===== config.mk =====
export PLATFORM = sky130hd
export DESIGN_NAME = hilo_mult_unit
export DESIGN_NICKNAME = d
export VERILOG_FILES = /design/src/rtl/hilo_mult_unit.sv
export SDC_FILE = /design/constraint.sdc
export NUM_CORES = 1
export LEC_CHECK = 0
export ABC_AREA = 1
export CELL_PAD_IN_SITES_DETAIL_PLACEMENT = 0
export CELL_PAD_IN_SITES_GLOBAL_PLACEMENT = 1
export CORE_MARGIN = 4
export CORE_UTILIZATION = 42
export DETAILED_ROUTE_END_ITERATION = 8
export PLACE_DENSITY = 0.87
export SYNTH_ARGS = -nofsm -noshare
export SYNTH_HDL_FRONTEND = slang
export SYNTH_SLANG_ARGS = --single-unit
export TNS_END_PERCENT = 30

===== constraint.sdc =====
create_clock -name Clk -period 4.6 [get_ports Clk]
set_input_delay 0.46 -clock Clk [delete_from_list [all_inputs] [get_ports Clk]]
set_output_delay 0.46 -clock Clk [all_outputs]
set_load 0.005 [all_outputs]

===== src/rtl/hilo_mult_unit.sv =====
`default_nettype none
// ============================================================================
//  Module   : hilo_mult_unit
//  Purpose  : Iterative MULT/MULTU/MADD/MSUB unit owning the HI/LO registers,
//             with MTHI/MTLO writes and MFHI/MFLO reads (stall on busy).
//  Config   : HILO_BYPASS_EN forwards the FIX-stage result to MFHI/MFLO.
//  Revision : 1.0 - initial release
// ============================================================================
module hilo_mult_unit #(
    parameter int BITS_PER_CYCLE = 1
) (
    input  logic        Clk,
    input  logic        Rst,
    input  logic        Valid,
    input  logic [5:0]  ALUControl,
    input  logic [31:0] A,
    input  logic [31:0] B,
    output logic        Ready,
    output logic        Stall,
    output logic [31:0] HiLoOut,
    output logic [31:0] Hi,
    output logic [31:0] Lo
);

    localparam int         c_N          = 32 / BITS_PER_CYCLE;
    localparam logic [1:0] c_ST_IDLE    = 2'd0;
    localparam logic [1:0] c_ST_CALC    = 2'd1;
    localparam logic [1:0] c_ST_FIX     = 2'd2;
    localparam logic [5:0] c_OP_MULTU   = 6'b000100;
    localparam logic [5:0] c_OP_MULT    = 6'b100100;
    localparam logic [5:0] c_OP_MADD    = 6'b000101;
    localparam logic [5:0] c_OP_MSUB    = 6'b100101;
    localparam logic [5:0] c_OP_MTHI    = 6'b001101;
    localparam logic [5:0] c_OP_MTLO    = 6'b101101;
    localparam logic [5:0] c_OP_MFHI    = 6'b001110;
    localparam logic [5:0] c_OP_MFLO    = 6'b101110;

    logic [1:0]  r_state;
    logic [4:0]  r_cnt;
    logic [63:0] r_prod;
    logic [63:0] r_mcand;
    logic [32:0] r_mplier;
    logic        r_sign;
    logic [5:0]  r_op;
    logic [31:0] r_hi;
    logic [31:0] r_lo;

    logic        w_is_mult;
    logic        w_signed_op;
    logic [32:0] w_a_ext;
    logic [32:0] w_b_ext;
    logic [32:0] w_mag_a;
    logic [32:0] w_mag_b;
    logic [63:0] w_addend;
    logic [63:0] w_p;
    logic [63:0] w_commit;
    logic        w_is_mfhi;
    logic        w_is_mflo;
    logic        w_rd_ok;
    logic [63:0] w_rd_val;

    assign w_is_mult   = (ALUControl == c_OP_MULTU) || (ALUControl == c_OP_MULT) ||
                         (ALUControl == c_OP_MADD)  || (ALUControl == c_OP_MSUB);
    assign w_signed_op = (ALUControl != c_OP_MULTU);

    // 33-bit magnitudes so that -2^31 becomes +2^31 without overflow
    assign w_a_ext = {w_signed_op & A[31], A};
    assign w_b_ext = {w_signed_op & B[31], B};
    assign w_mag_a = w_a_ext[32] ? (~w_a_ext + 33'd1) : w_a_ext;
    assign w_mag_b = w_b_ext[32] ? (~w_b_ext + 33'd1) : w_b_ext;

    always_comb begin
        w_addend = '0;
        for (int i = 0; i < BITS_PER_CYCLE; i++) begin
            if (r_mplier[i]) begin
                w_addend = w_addend + (r_mcand << i);
            end
        end
    end

    assign w_p = r_sign ? (64'd0 - r_prod) : r_prod;

    always_comb begin
        case (r_op)
            c_OP_MADD: w_commit = {r_hi, r_lo} + w_p;
            c_OP_MSUB: w_commit = {r_hi, r_lo} - w_p;
            default:   w_commit = w_p;
        endcase
    end

    always_ff @(posedge Clk) begin
        if (Rst) begin
            r_state  <= c_ST_IDLE;
            r_cnt    <= '0;
            r_prod   <= '0;
            r_mcand  <= '0;
            r_mplier <= '0;
            r_sign   <= 1'b0;
            r_op     <= '0;
            r_hi     <= '0;
            r_lo     <= '0;
        end else begin
            case (r_state)
                c_ST_IDLE: begin
                    if (Valid) begin
                        if (w_is_mult) begin
                            r_mcand  <= {31'd0, w_mag_a};
                            r_mplier <= w_mag_b;
                            r_sign   <= w_signed_op & (A[31] ^ B[31]);
                            r_op     <= ALUControl;
                            r_prod   <= '0;
                            r_cnt    <= 5'(c_N - 1);
                            r_state  <= c_ST_CALC;
                        end else if (ALUControl == c_OP_MTHI) begin
                            r_hi <= A;
                        end else if (ALUControl == c_OP_MTLO) begin
                            r_lo <= A;
                        end
                    end
                end
                c_ST_CALC: begin
                    r_prod   <= r_prod + w_addend;
                    r_mcand  <= r_mcand << BITS_PER_CYCLE;
                    r_mplier <= r_mplier >> BITS_PER_CYCLE;
                    if (r_cnt == 5'd0) begin
                        r_state <= c_ST_FIX;
                    end else begin
                        r_cnt <= r_cnt - 5'd1;
                    end
                end
                c_ST_FIX: begin
                    {r_hi, r_lo} <= w_commit;
                    r_state      <= c_ST_IDLE;
                end
                default: r_state <= c_ST_IDLE;
            endcase
        end
    end

    assign w_is_mfhi = Valid && (ALUControl == c_OP_MFHI);
    assign w_is_mflo = Valid && (ALUControl == c_OP_MFLO);

`ifdef HILO_BYPASS_EN
    // In FIX the adder output is the value about to land in HI/LO
    assign w_rd_ok  = (r_state == c_ST_IDLE) || (r_state == c_ST_FIX);
    assign w_rd_val = (r_state == c_ST_FIX) ? w_commit : {r_hi, r_lo};
`else
    assign w_rd_ok  = (r_state == c_ST_IDLE);
    assign w_rd_val = {r_hi, r_lo};
`endif

    assign Ready   = (r_state == c_ST_IDLE);
    assign Stall   = (w_is_mfhi || w_is_mflo) && !w_rd_ok;
    assign HiLoOut = (w_rd_ok && w_is_mfhi) ? w_rd_val[63:32] :
                     (w_rd_ok && w_is_mflo) ? w_rd_val[31:0]  : 32'd0;
    assign Hi      = r_hi;
    assign Lo      = r_lo;

endmodule
`default_nettype wire


==> impl_metrics.py <==
metrics = {
    "synth": {
        "synth_edf_count": 0,
        "syn-cell-area_sq_um": 24750,
        "ys.flop_type": "dfxtp_1",
        "synth_warnings": 0,
        "netlist_top_cells_count": "nand2_1, inv_1, nor2_1",
        "synth.avg_cell_area_sq_um": 5.741,
        "yosysTopAreaCellShare_pct": 19.33,
        "yosys.cell_types.count": 55,
        "syn_inst": 4311,
        "ys_seq_area_share_pct": 19.33,
        "synthTopCellsByArea": "dfxtp_1, nand2_1, a21oi_1, inv_1, nor2_1",
        "async_flop_share_pct": 0,
        "ys_ff_latch": 239,
        "yosysTopAreaCell": "dfxtp_1",
        "yosysMostFrequentCell": "nand2_1",
        "syn-num-nets": 4518,
    },
    "global_route": {
        "grt_max_degree": 99,
        "grt_pass1_wl_mm": 165.3,
        "grt.total_usage_pct": 33.04,
        "grt_pass1_vias": 28760,
        "grt_overflow": 0,
        "antenna_found_initial": 1,
    },
    "die": {
        "fp-row-count": 88,
        "die_x_um": 250.8,
        "io_pins": 171,
        "die_height_um": 250.8,
        "initial_core_util_pct": 42.65,
        "core-area_sq_um": 58030,
        "die_area_sq_um": 62880,
    },
    "critical_path": {
        "critical_path_class": "reg2reg",
        "worstReg2RegEnd": "Hi[27]",
        "crit_slowest_cell": "ha_1",
        "cpPeakStageDelay_ns": 0.37,
        "r2r_start": "r_prod[0]",
        "rrSetupSlack_ns": 0.03,
        "rr_worst_depth": 32,
        "end_kind": "flop",
        "path_common_cell": "buf_4",
        "crit_arrival_ns": 5.01,
        "cp_max_fo": 5,
        "worstSetupStartpointType": "flop",
        "critical_path_required_ns": 5.04,
    },
    "timing": {
        "fin_ws_ns": 0.03374,
        "worst_pin_slew_ns": 1.083,
        "setup_viol": 0,
        "finalCritPeriodShare_pct": 99.27,
        "clock_skew_ns": 0.01877,
        "slew_viol_final": 0,
        "fmax_mhz": 219.0,
        "finalWorstPathRequiredPeriod_ns": 4.566,
        "hold_violations": 0,
        "holdWs_ns": 0.3734,
        "tns_ns": 0,
        "rsz0062_at_grt": "yes",
        "relSlewSlack_pct": 27.83,
    },
    "job": {
        "drv_cap": 0,
    },
    "placement": {
        "place_worst_setup_slack_ns": -0.2427,
        "gp_congestion": 1.024,
        "port_buffers": 170,
        "numPlacedInstances": 5587,
        "hpwl_mm": 86.99,
    },
    "final_layout": {
        "drive_above_1_share_pct": 19.45,
        "area_growth_pct": 34.70,
        "multi_input_area_sq_um": 18570,
        "finalNonFillerCells": 5669,
        "register_area_sq_um": 4797,
        "post-route-util_pct": 57.45,
        "fillers": 5880,
        "final_nets": 5090,
        "num_antenna_cells": 0,
    },
    "routing": {
        "postRouteAntennaNets": 0,
        "first_pass_iters": 6,
        "wl_mm": 109.7,
        "wl_per_cell_um": 19.35,
        "drt-initial-drc-count": 2933,
        "drc": 0,
        "via_count": 31250,
        "vias_per_cell": 5.512,
    },
    "clock_network": {
        "cts_max_path_buffers": 3,
        "insertion_delay_ns": 0.57,
        "cts_tree": "done",
        "cts_max_level": 2,
        "holdBufCountCts": 0,
        "cts_root_buf": "clkbuf_16",
        "cts_buffers": 34,
        "clock-sinks": 239,
        "clkTransAtPathRegs_ns": 0.06,
    },
    "power_and_ir_drop": {
        "p_leak_nw": 16.72,
        "p_per_area_nw_per_um2": 203.2,
        "ir_worst_vdd_mv": 0.2152,
    },
    "status": {
        "status": "finished, final reports clean",
    },
    "hold_path": {
        "min_path_cells": 2,
        "min_to": "r_op[3]",
        "hp-start": "Rst",
        "worst_hold_path_type": "in2reg",
    },
}
## what timing repair did
item	CTS	global route
hold endpoints to repair	0	0
setup buffers	3	21
pin swaps	6	83
setup endpoints to repair	26	43
cloned	0	1
resized for setup	32	349
## registers in the layout (all words and copies together), names as in the netlist, 2 cells and up
register / cells
r_mcand: 64
Hi: 32
r_state: 2
r_mplier: 33
r_op: 6
Lo: 32
r_cnt: 5
r_prod: 64
## cells in the final DEF, fill, tap and decap left out, types with 33 or more instances in the layout
master | netlist | layout
buf_4 | 1 | 498
nor3_1 | 55 | 48
o21ai_1 | 16 | 47
nand4_1 | 43 | 43
xor2_1 | 82 | 77
o211ai_1 | 63 | 63
dfxtp_1 | 239 | 229
clkbuf_16 | 0 | 35
clkdlybuf4s50_1 | 0 | 169
nor2_4 | 5 | 33
inv_1 | 569 | 556
nand3_1 | 201 | 183
a21oi_2 | 1 | 39
nor2_1 | 510 | 424
a31oi_1 | 52 | 43
o21ai_0 | 378 | 334
nand2_1 | 1014 | 976
ha_1 | 132 | 113
nor2_2 | 19 | 78
nand2_2 | 26 | 56
a21oi_1 | 496 | 455
## worst max-delay path by stage
stage                     slack [ns]  endpoint  startpoint  depth (start not counted)
after detailed placement       -0.24    Hi[26]   r_prod[0]                         34
after global placement         -0.25    Hi[26]   r_prod[0]                         33
after global routing           -0.22    Hi[30]   r_prod[1]                         34
after floorplan                 0.37    Hi[31]   r_prod[0]                         35
after CTS                      -0.03    Hi[30]   r_prod[0]                         29
final                           0.03    Hi[27]   r_prod[0]                         32
## routing by layer
metal | GRT usage, % | vias up | part of all wire [%]
met4 | 13.47 | 0 | 5.0
met3 | 5.421 | 232 | 9.4
met5 | 0 | - | 0
met1 | 46.41 | 14240 | 43
li1 | - | 15420 | -
met2 | 50.45 | 1353 | 42
## cells by family after synthesis
logic type                 count (synthesis)  synth area share, %
and+or+nand+nor                         1952                33.14
AOI/OAI and AO/OA                       1141                25.58
buffers and inverters                    736                11.25
DFF                                      239                19.33
adders and majority gates                134                6.835
xor gates and xnor gates                 109                3.857
## cell type report
cell class              instances  share of cell area (%)
clock inverters                14                  0.6718
repair buffers                680                   16.83
flip-flops and latches        239                   14.39
clock buffers                  43                   2.837
multi-input cells            3337                   55.70
well taps                     765                   2.871
inverters                     591                   6.699
## report_power, final
group / internal [mW] / leakage (nW) / switching, mW
combinational: 0.748 / 14.2 / 1.06
clock: 1.74 / 0.574 / 1.11
sequential: 2.09 / 1.93 / 0.0269
## critical path, delay by kind of cell, from the launching register on
kind / cells / cell delay [ns]
flip-flops: 1 / 0.33
adder cells (fa/ha/maj): 2 / 0.52
buffers and inverters: 7 / 0.82
XOR/XNOR: 1 / 0.18
AO/OA/AOI/OAI: 4 / 0.51
AND/OR/NAND/NOR: 18 / 2.09
## through the flow
stage                     area [sq um]  power (mW)
after global routing             33340       7.025
after detailed placement         30580       3.732
after global placement           30580       3.729
after CTS                        31890       6.590
final                            33340       6.774
after floorplan                  24750       2.970
Power figures use the tool's default switching activity.
